`src/rtl/serial_sub_pkg.sv`:
```
// Shared types for the bit-serial subtractor: FSM states and counter sizing.
package serial_sub_pkg;

  typedef enum logic [1:0] {
    IDLE = 2'd0,
    RUN  = 2'd1,
    DONE = 2'd2
  } state_e;

  // Counter must hold 0..WIDTH inclusive.
  function automatic int cnt_width(input int width);
    return $clog2(width + 1);
  endfunction

endpackage

```
`src/rtl/serial_subtractor_if.sv`:
```
// Handshake and operand/result bundle for serial_subtractor.
// The ovf signal exists only when SERIAL_SUB_OVF_EN is defined.
interface serial_subtractor_if #(
  parameter int WIDTH = 8
);
  logic             start;
  logic [WIDTH-1:0] a;
  logic [WIDTH-1:0] b;
  logic             b_in;
  logic             busy;
  logic             done;
  logic [WIDTH-1:0] diff;
  logic             b_out;
`ifdef SERIAL_SUB_OVF_EN
  logic             ovf;

  modport master (output start, a, b, b_in, input busy, done, diff, b_out, ovf);
  modport slave  (input start, a, b, b_in, output busy, done, diff, b_out, ovf);
`else
  modport master (output start, a, b, b_in, input busy, done, diff, b_out);
  modport slave  (input start, a, b, b_in, output busy, done, diff, b_out);
`endif
endinterface

```
`src/rtl/serial_subtractor_fullsub.sv`:
```
// Combinational 1-bit full subtractor: d = a - b - br_in with borrow out.
module fullsub (
  input  logic a,
  input  logic b,
  input  logic br_in,
  output logic d,
  output logic br_out
);

  assign d      = a ^ b ^ br_in;
  assign br_out = (~a & b) | (~(a ^ b) & br_in);

endmodule

```
`src/rtl/serial_subtractor.sv`:
```
// Bit-serial subtractor diff = a - b - b_in, LSB first, start/busy/done handshake.
// Defining SERIAL_SUB_OVF_EN adds the registered signed-overflow flag ovf.
module serial_subtractor
  import serial_sub_pkg::*;
#(
  parameter int WIDTH = 8
) (
  input logic                clk,
  input logic                rst_n,
  serial_subtractor_if.slave bus
);

  localparam int            CW   = cnt_width(WIDTH);
  localparam logic [CW-1:0] LAST = CW'(WIDTH - 1);

  state_e           state_r;
  state_e           state_next_s;
  logic [WIDTH-1:0] a_sh_r;
  logic [WIDTH-1:0] b_sh_r;
  logic [WIDTH-1:0] res_r;
  logic [WIDTH-1:0] diff_r;
  logic [CW-1:0]    cnt_r;
  logic             br_r;
  logic             b_out_r;
  logic             busy_r;
  logic             done_r;
  logic             accept_s;
  logic             last_s;
  logic             d_s;
  logic             br_next_s;
`ifdef SERIAL_SUB_OVF_EN
  logic             a_msb_r;
  logic             b_msb_r;
  logic             ovf_r;
`endif

  fullsub u_fullsub (
    .a      (a_sh_r[0]),
    .b      (b_sh_r[0]),
    .br_in  (br_r),
    .d      (d_s),
    .br_out (br_next_s)
  );

  // Next-state decode; DONE accepts a new start just like IDLE.
  always_comb begin
    state_next_s = state_r;
    accept_s     = 1'b0;
    last_s       = 1'b0;
    case (state_r)
      IDLE, DONE: begin
        if (bus.start) begin
          accept_s     = 1'b1;
          state_next_s = RUN;
        end else begin
          state_next_s = IDLE;
        end
      end
      RUN: begin
        if (cnt_r == LAST) begin
          last_s       = 1'b1;
          state_next_s = DONE;
        end else begin
          state_next_s = RUN;
        end
      end
      default: state_next_s = IDLE;
    endcase
  end

  // State register with busy/done registered from the next state.
  always_ff @(posedge clk) begin
    if (!rst_n) begin
      state_r <= IDLE;
      busy_r  <= 1'b0;
      done_r  <= 1'b0;
    end else begin
      state_r <= state_next_s;
      busy_r  <= (state_next_s == RUN);
      done_r  <= (state_next_s == DONE);
    end
  end

  // Operand shifting, borrow chain and result capture on the last bit.
  always_ff @(posedge clk) begin
    if (!rst_n) begin
      a_sh_r  <= '0;
      b_sh_r  <= '0;
      res_r   <= '0;
      diff_r  <= '0;
      cnt_r   <= '0;
      br_r    <= 1'b0;
      b_out_r <= 1'b0;
`ifdef SERIAL_SUB_OVF_EN
      a_msb_r <= 1'b0;
      b_msb_r <= 1'b0;
      ovf_r   <= 1'b0;
`endif
    end else if (accept_s) begin
      a_sh_r <= bus.a;
      b_sh_r <= bus.b;
      br_r   <= bus.b_in;
      res_r  <= '0;
      cnt_r  <= '0;
`ifdef SERIAL_SUB_OVF_EN
      a_msb_r <= bus.a[WIDTH-1];
      b_msb_r <= bus.b[WIDTH-1];
`endif
    end else if (state_r == RUN) begin
      a_sh_r <= a_sh_r >> 1;
      b_sh_r <= b_sh_r >> 1;
      br_r   <= br_next_s;
      res_r  <= {d_s, res_r[WIDTH-1:1]};
      cnt_r  <= cnt_r + CW'(1);
      if (last_s) begin
        diff_r  <= {d_s, res_r[WIDTH-1:1]};
        b_out_r <= br_next_s;
`ifdef SERIAL_SUB_OVF_EN
        // The final d is the result MSB.
        ovf_r   <= (a_msb_r ^ b_msb_r) & (d_s ^ a_msb_r);
`endif
      end
    end
  end

  assign bus.busy  = busy_r;
  assign bus.done  = done_r;
  assign bus.diff  = diff_r;
  assign bus.b_out = b_out_r;
`ifdef SERIAL_SUB_OVF_EN
  assign bus.ovf   = ovf_r;
`endif

endmodule

```
`src/flat_wrapper.sv`:
```
// flat-port wrapper written by rule: the top's interface ports become plain ports
module serial_subtractor_flat import serial_sub_pkg::*;
#(
  parameter int WIDTH = 8
)
  (clk, rst_n, bus_start, bus_a, bus_b, bus_b_in, bus_busy, bus_done, bus_diff, bus_b_out);
  serial_subtractor_if #(.WIDTH(WIDTH)) bus_i ();
  input logic clk;
  input logic rst_n;
  input wire logic [$bits(bus_i.start)-1:0] bus_start;
  input wire logic [$bits(bus_i.a)-1:0] bus_a;
  input wire logic [$bits(bus_i.b)-1:0] bus_b;
  input wire logic [$bits(bus_i.b_in)-1:0] bus_b_in;
  output wire logic [$bits(bus_i.busy)-1:0] bus_busy;
  output wire logic [$bits(bus_i.done)-1:0] bus_done;
  output wire logic [$bits(bus_i.diff)-1:0] bus_diff;
  output wire logic [$bits(bus_i.b_out)-1:0] bus_b_out;
  assign bus_i.start = bus_start;
  assign bus_i.a = bus_a;
  assign bus_i.b = bus_b;
  assign bus_i.b_in = bus_b_in;
  assign bus_busy = bus_i.busy;
  assign bus_done = bus_i.done;
  assign bus_diff = bus_i.diff;
  assign bus_b_out = bus_i.b_out;
  serial_subtractor #(.WIDTH(WIDTH)) u_core (.clk(clk), .rst_n(rst_n), .bus(bus_i));
endmodule
```
`config.mk`:
```
export PLATFORM = sky130hd
export DESIGN_NAME = serial_subtractor_flat
export DESIGN_NICKNAME = d
export VERILOG_FILES = /design/src/rtl/serial_sub_pkg.sv /design/src/rtl/serial_subtractor_if.sv /design/src/rtl/serial_subtractor_fullsub.sv /design/src/rtl/serial_subtractor.sv /design/src/flat_wrapper.sv
export SDC_FILE = /design/constraint.sdc
export NUM_CORES = 1
export LEC_CHECK = 0
export ABC_AREA = 0
export BUFFER_PORTS_ARGS = -buffer_cell sky130_fd_sc_hd__clkbuf_2
export CAP_MARGIN = 20
export CORE_ASPECT_RATIO = 0.75
export CORE_MARGIN = 2
export CORE_UTILIZATION = 45
export DETAILED_ROUTE_END_ITERATION = 7
export GPL_TIMING_DRIVEN = 0
export PLACE_DENSITY = 0.67
export SYNTH_ARGS = -nofsm -noshare
export SYNTH_HDL_FRONTEND = slang
export SYNTH_HIERARCHICAL = 1
export SYNTH_SLANG_ARGS = --single-unit
```
`constraint.sdc`:
```
create_clock -name clk -period 2.1 [get_ports clk]
set_clock_uncertainty 0.05 [all_clocks]
set_input_delay 0.21 -clock clk [delete_from_list [all_inputs] [get_ports clk]]
set_output_delay 0.21 -clock clk [all_outputs]
set_load 0.005 [all_outputs]
```
==> results of run 1 <==
## sequential cells by signal (all words and copies together), names as in the netlist, 2 cells and up
signal	cells
u_core/a_sh_r	8
u_core/b_sh_r	8
u_core/bus.diff	8
u_core/res_r	7
u_core/cnt_r	4
u_core/state_r	2
## metrics by stage
| step | setup slack [ps] | cells | hold WS, ps |
|---|---|---|---|
| floorplan | 889 | 190 | 292 |
| CTS | 703 | 277 | 84.0 |
| detailed placement | 738 | 270 | 392 |
| global placement | 730 | 270 | 391 |
| finish | 722 | 277 | 95.3 |
| global route | 625 | 277 | 110 |
## routing by layer
layer | routed length (µm) | vias up | global-route usage
li1 | - | 712 | -
met1 | 1790 | 658 | 0.265
met2 | 1430 | 25 | 0.256
met3 | 154 | 5 | 0.0557
met4 | 37 | 0 | 0.0623
met5 | 0 | - | 0
## power groups by stage
| stage | Clock, mW | Combinational [mW] | Sequential (mW) |
|---|---|---|---|
| 5_1_grt | 0.561 | 0.200 | 0.837 |
| 2_1_floorplan | 0 | 0.121 | 0.846 |
| 3_5_place_dp | 0 | 0.175 | 0.850 |
| 4_1_cts | 0.525 | 0.176 | 0.832 |
| 6_report | 0.506 | 0.176 | 0.833 |
| 3_3_place_gp | 0 | 0.175 | 0.850 |
## tightest hold or removal path: cells and delay by family
family / cells / cell delay (ps)
AO/OA/AOI/OAI: 1 / 50
AND/OR/NAND/NOR: 1 / 40
buffers and inverters: 1 / 80
## path summary, 6_finish.rpt
check,startpoint,to,depth (start not counted)
setup / recovery,u_core/cnt_r[0],u_core/bus.diff[2],5
hold / removal,bus_b[7],u_core/b_sh_r[7],3
setup reg to reg,u_core/cnt_r[0],u_core/bus.diff[2],5
hold reg to reg,u_core/bus.diff[5],u_core/bus.diff[5],2
## kinds of logic (layout without fill, tap and decap cells)
family                     count (synthesis)  count (layout)
and+or+nand+nor                           82              82
DFF                                       41              41
AOI/OAI and AO/OA                         36              36
buffers and inverters                     18              55
muxes                                      9               9
adders and majority gates                  2               2
xor gates and xnor gates                   2               2
## cell usage after synthesis (all sizes together)
| library cell | instances | area share |
|---|---|---|
| fa | 1 | 0.012 |
| dfxtp | 41 | 0.50 |
| inv | 3 | 0.0068 |
| nand2b | 2 | 0.0076 |
| o21ai | 6 | 0.018 |
| a21boi | 4 | 0.018 |
| o221ai | 7 | 0.037 |
| mux2i | 9 | 0.055 |
| nand3 | 5 | 0.015 |
| a22oi | 3 | 0.014 |
| xor2 | 1 | 0.0053 |
| ha | 1 | 0.0076 |
| and2 | 2 | 0.0076 |
| nand3b | 2 | 0.0091 |
| a21oi | 11 | 0.033 |
| nor2b | 2 | 0.0076 |
| nor2 | 10 | 0.024 |
| and2b | 2 | 0.0091 |
| nand2 | 49 | 0.11 |
| xnor2 | 1 | 0.0053 |
| buf | 12 | 0.045 |
| a31oi | 5 | 0.019 |
| nor3 | 7 | 0.021 |
| or3 | 1 | 0.0038 |
| clkbuf | 3 | 0.0068 |
## cell type report
| class | count | area (µm²) | share of cell area |
|---|---|---|---|
| multi-input combinational | 131 | 728 | 0.375 |
| timing repair buffer | 30 | 150 | 0.0772 |
| clock buffer | 7 | 86.3 | 0.0444 |
| sequential | 41 | 821 | 0.422 |
| tap | 50 | 62.6 | 0.0322 |
| inverter | 3 | 11.3 | 0.00579 |
| buffer | 15 | 85.1 | 0.0438 |
==> flow_summary.toml, run 1 <==
[status]
outcome = "finished, final reports clean"

[sta]
final_max_slew_viol_count = 0
rsz0062_at_grt = "no"
worst_pin_slew_ps = 478
fmax_ghz = 0.726
setup_viol = 0
slew_headroom = 0.681
period_share = 0.656
post-route-min-period_ps = 1380
hold_viol_final = 0
setup-tns-final_ps = 0

[pwr]
clock_power_share = 0.334
p_int_mw = 1.15
p_comb_frac = 0.116
peakVddDrop_mv = 0.454
power.switching_mw = 0.369
total_power_mw = 1.52
powerDensity_nw_per_um2 = 779
swShare = 0.244
power_frac_seq = 0.550
p_leak_nw = 0.752

[floorplan]
row_count = 18
ios = 31
initial_utilization = 0.484
die_h_um = 56.4
die_w_um = 73.8
core_area_um2 = 3400
dieArea_um2 = 4160

[critical_path]
r2r_setup_slack_ps = 720
path_delay_family = "flip-flops"
worstSetupPathType = "register to register"
crit_required_ps = 2260
timing.critical_path.slowest_cell_delay_ps = 380
worstPathArrival_ps = 1540
critical-path-slowest-cell = "dfxtp_1"
worstSetupStartpointType = "register"
cp_num_buf_inv = 1
endpoint_kind = "register"
path_cells = "ha_1, nand3b_1, nor2_2, buf_4, mux2i_1"
cp_max_fo = 10

[synthesis]
synthXorXnorAreaFrac = 0.0106
synth-compound-area-share = 0.140
synth_top_family_by_area = "simple AND/OR/NAND/NOR gates"
yosysWarningCount = 6
synthAdderAreaFrac = 0.0198
synth_area_per_cell_um2 = 8.66
synthCells = 190
ys_seq_area_frac = 0.499
ys_seq_elements = 41
synthMuxAreaShare = 0.0548
yosys.area_share.simple = 0.217
syn_nets = 212
yosysUniqueCellTypes = 28
synth_area_um2 = 1650

[detailed_routing]
routed_via_density = 5.05
wl_per_cell_um = 12.3
drt_iter0_markers = 103
num_vias = 1400
drc = 0
ant_nets = 0
firstDrtPassIters = 5
wl_mm = 3.41

[grt]
grt-ovfl-total = 0
grt_antenna_before_repair = 0
grt_pass1_wl_mm = 5.88
grt_pass1_vias = 1237
grt_max_degree = 12
track_usage = 0.183

[final_layout]
layout_commonest_cell = "nand2_1"
syn_to_final_growth_pct = 18.2
layout-drive-gt1-share = 0.216
n_fill_cell = 334
design_area_um2 = 1940
final_cell_mix = "nand2_1 (49), dfxtp_1 (41), clkbuf_2 (30)"
nets = 249
antenna_cells = 0
finalCoreUtilization = 0.572

[placed_design]
port_buffers = 30
hpwl_mm = 2.41
place_congestion = 0.754
placedInstanceArea_um2 = 1860

[clock_tree]
ctsHoldBuffers = 0
cts.sinks = 41
cts_resized = 0
cts.htree.levels = 2
clock-root-buffer = "clkbuf_8"
tritoncts = "yes"
clock_path_buffers = 2
clkTransAtPathRegs_ps = 70
cts_made_buffers = 5
clock_latency_ps = 290
post_cts_buffers = 0

[flow_run]
cap_viol_max_count = 0

[worst_hold_path]
hp-class = "primary input to register"
No activity file was read; power rests on OpenSTA's default activity.
==> run 2: changes to the inputs <==
==> constraint.sdc (replaced) <==
create_clock -name clk -period 1.4 [get_ports clk]
set_clock_uncertainty 0.05 [all_clocks]
set_input_delay 0.14 -clock clk [delete_from_list [all_inputs] [get_ports clk]]
set_output_delay 0.14 -clock clk [all_outputs]
set_load 0.005 [all_outputs]
==> run 2 against run 1 <==
Against the previous run:
- critical path depth stayed put
- maximum frequency rose by 1.4%
- sequential power is 50% higher
- combinational power up 52%
- worst hold slack got worse by 69 ps
- sequential cell count is the same
- utilization grew 0.85 points
- critical path type unchanged
- critical endpoint is now u_core/bus.diff[7]
==> flow_summary.toml, run 2 (synthesis results as in run 1) <==
[sta]
setup-tns-final_ps = 0
fmax_ghz = 0.736
setup_viol = 0
final_max_slew_viol_count = 0
post-route-min-period_ps = 1360
hold_viol_final = 0
period_share = 0.971
layout_setup_ws_ps = 40.7
slew_headroom = 0.685
worst_pin_slew_ps = 473

[placed_design]
place_congestion = 0.754
dp_slack_ps = 38.1
hpwl_mm = 2.41
port_buffers = 30

[clock_tree]
cts.htree.levels = 2
cts.sinks = 41
clock_latency_ps = 280
clock_path_buffers = 2
clkTransAtPathRegs_ps = 70
cts_made_buffers = 5
clock-root-buffer = "clkbuf_8"
ctsHoldBuffers = 0
tritoncts = "yes"

[grt]
grt_pass1_wl_mm = 5.88
grt_pass1_vias = 1237
grt_antenna_before_repair = 0
grt_max_degree = 12
grt-ovfl-total = 0
track_usage = 0.183

[detailed_routing]
ant_nets = 0
drc = 0
wl_mm = 3.62
wl_per_cell_um = 13.0
routed_via_density = 5.07
drt_iter0_markers = 81
firstDrtPassIters = 4
num_vias = 1415

[critical_path]
cp_max_fo = 5
crit_required_ps = 1560
worstPathArrival_ps = 1520
worstSetupStartpointType = "register"
endpoint_kind = "register"
worstSetupPathType = "register to register"

[pwr]
powerDensity_nw_per_um2 = 1150
peakVddDrop_mv = 0.681
total_power_mw = 2.27
p_leak_nw = 0.765

[final_layout]
antenna_cells = 0
final_cell_mix = "nand2_1 (49), dfxtp_1 (39), clkbuf_2 (30)"
layout-drive-gt1-share = 0.236
layout_commonest_cell = "nand2_1"
nets = 251
syn_to_final_growth_pct = 19.9
n_fill_cell = 329

[floorplan]
die_w_um = 73.8
die_h_um = 56.4
row_count = 18
core_area_um2 = 3400
ios = 31
initial_utilization = 0.484
dieArea_um2 = 4160

[worst_hold_path]
hp-class = "primary input to register"

[status]
outcome = "finished, final reports clean"

[flow_run]
cap_viol_max_count = 0
[run 2: what timing repair did]
item	4_1_cts	5_1_grt
setup endpoints to repair	0	20
setup buffers	0	1
gates resized for setup	0	7
[run 2: path summary, 6_finish.rpt]
path | from | end | slack, ps | cells past startpoint
worst max-delay path | u_core/cnt_r[0] | u_core/bus.diff[7] | 40 | 5
worst min-delay path | bus_b[7] | u_core/b_sh_r[7] | 30 | 3
worst max register to register | u_core/cnt_r[0] | u_core/bus.diff[7] | 40 | 5
worst min register to register | u_core/bus.diff[5] | u_core/bus.diff[5] | 410 | 2
[run 2: report_power, final]
part | switching (mW) | total, mW | internal, mW
logic | 0.158 | 0.268 | 0.110
registers | 0.0299 | 1.25 | 1.22
clock network | 0.365 | 0.756 | 0.391
[run 2: cell type report]
class | instances | area (µm²) | area share
multi-input cells | 131 | 736 | 0.373
plain buffers | 15 | 88.8 | 0.0450
inverters | 3 | 11.3 | 0.00571
repair buffers | 32 | 165 | 0.0837
well taps | 50 | 62.6 | 0.0317
flip-flops and latches | 41 | 823 | 0.417
clock buffers | 7 | 86.3 | 0.0438
[run 2: layer usage]
layer	up-vias	global-route usage	share of wire
met4	0	0.0623	0.010
li1	716	-	-
met1	665	0.265	0.51
met2	29	0.256	0.42
met3	5	0.0557	0.055
met5	-	0	0
[run 2: worst max-delay path, cell delays in order (launching register included)]
cell,delay [ps]
dfxtp_2,350
ha_1,170
nand3b_1,140
nor2_4,180
buf_4,180
mux2i_1,210
[run 2: through the flow]
step           hold slack (ps)  utilization  cells  instance area [µm²]
2_1_floorplan              222            -    190                 1650
3_3_place_gp               322        0.546    270                 1860
3_5_place_dp               322        0.546    270                 1860
4_1_cts                   14.0        0.572    277                 1940
5_1_grt                   39.8        0.580    279                 1970
6_report                  26.5        0.580    279                 1970
==> run 3: changes to the inputs <==
--- a/config.mk
+++ b/config.mk
@@ -6,7 +6,7 @@
 export NUM_CORES = 1
 export LEC_CHECK = 0
 export ABC_AREA = 0
-export BUFFER_PORTS_ARGS = -buffer_cell sky130_fd_sc_hd__clkbuf_2
+export BUFFER_PORTS_ARGS = -buffer_cell sky130_fd_sc_hd__buf_2
 export CAP_MARGIN = 20
 export CORE_ASPECT_RATIO = 0.75
 export CORE_MARGIN = 2
==> run 3 against run 2 <==
Against the previous run:
- setup slack better by 22 ps
- cell count unchanged
- total power down 0.12%
- clock power about the same
- utilization unchanged
- via count up 0.14%
- maximum frequency up 1.7%
- critical path type unchanged
==> flow_summary.toml, run 3 (synthesis results as in run 1) <==
[detailed_routing]
ant_nets = 0
drt_iter0_markers = 96
routed_via_density = 5.08
wl_mm = 3.59
wl_per_cell_um = 12.9
firstDrtPassIters = 4
num_vias = 1417
drc = 0

[critical_path]
worstSetupPathType = "register to register"
timing.critical_path.slowest_cell_delay_ps = 350
endpoint_kind = "register"
timing.rr.start = "u_core/cnt_r[0]"
worstPathArrival_ps = 1500
cp_max_fo = 5
cp-startpoint = "u_core/cnt_r[0]"
crit_required_ps = 1560
critical-path-slowest-cell = "dfxtp_2"
r2r_setup_slack_ps = 60
worstSetupStartpointType = "register"
path_cells = "ha_1, nand3b_1, nor2_4, buf_4, mux2i_1"

[placed_design]
dp_cells = 270
hpwl_mm = 2.43
port_buffers = 30
place_congestion = 0.767
placedInstanceArea_um2 = 1860
dp_slack_ps = 41.0

[clock_tree]
ctsHoldBuffers = 0
clkTransAtPathRegs_ps = 70
clock-root-buffer = "clkbuf_8"
clock_latency_ps = 280
cts_made_buffers = 5
cts.sinks = 41
cts.htree.levels = 2
clock_path_buffers = 2
tritoncts = "yes"

[final_layout]
final_cell_mix = "nand2_1 (49), dfxtp_1 (39), buf_2 (38)"
finalCoreUtilization = 0.580
design_area_um2 = 1970
nets = 251
layout_commonest_cell = "nand2_1"
antenna_cells = 0
syn_to_final_growth_pct = 19.9
n_fill_cell = 316
fin_cells = 279
layout-drive-gt1-share = 0.236

[grt]
track_usage = 0.181
grt_pass1_wl_mm = 5.82
grt-ovfl-total = 0
grt_pass1_vias = 1237
grt_max_degree = 12
grt_antenna_before_repair = 0

[flow_run]
cap_viol_max_count = 0

[floorplan]
core_area_um2 = 3400
row_count = 18
initial_utilization = 0.484
ios = 31
die_w_um = 73.8
die_h_um = 56.4
dieArea_um2 = 4160

[sta]
rsz0062_at_grt = "no"
hold_viol_final = 0
setup-tns-final_ps = 0
slew_headroom = 0.667
worst_pin_slew_ps = 499
fmax_ghz = 0.748
worst_hold_slack_ps = 53.3
setup_viol = 0
period_share = 0.955
final_max_slew_viol_count = 0
post-route-min-period_ps = 1340
layout_setup_ws_ps = 62.7

[pwr]
total_power_mw = 2.27
powerDensity_nw_per_um2 = 1150
p_leak_nw = 0.770
peakVddDrop_mv = 0.532

[worst_hold_path]
hp-start = "bus_b[7]"
hp-class = "primary input to register"

[status]
outcome = "finished, final reports clean"
==> run 3: changes by cell type in the layout (fill, tap and decap cells not counted), sizes merged <==
cell    before  now
buf         14   44
clkbuf      40   10
==> run 3: metal layers <==
metal  GRT usage  wire [µm]  vias up
met5           0          0        -
met1       0.268       1860      672
met2       0.250       1560       27
met3      0.0718        160        2
li1            -          -      716
met4      0.0312         10        0
==> run 3: layout make-up <==
class	count	area (µm²)	area share
buffer	15	88.8	0.0450
clock buffer	7	86.3	0.0438
inverter	3	11.3	0.00571
multi-input combinational	131	736	0.373
sequential	41	823	0.417
tap	50	62.6	0.0317
timing repair buffer	32	165	0.0837
==> run 3: power by group <==
group	switching, mW	internal [mW]	leakage [nW]
Combinational	0.159	0.110	0.391
Sequential	0.0288	1.22	0.335
Clock	0.363	0.391	0.0443
==> run 3: critical path, delay by kind of cell (launching register included) <==
family	cells	cell delay (ps)
DFF	1	350
muxes	1	180
and+or+nand+nor	2	330
buffers and inverters	1	180
adders and majority gates	1	180
==> run 3: final timing paths <==
| kind | endpoint | cells after the start |
|---|---|---|
| worst max-delay path | u_core/bus.diff[3] | 5 |
| worst min-delay path | u_core/b_sh_r[7] | 3 |
| worst max register to register | u_core/bus.diff[3] | 5 |
| worst min register to register | u_core/bus.diff[4] | 2 |
==> run 3: repair_timing <==
item | 4_1_cts | 5_1_grt
buffers inserted | 0 | 1
setup endpoints to repair | 0 | 14
gates resized for setup | 0 | 7
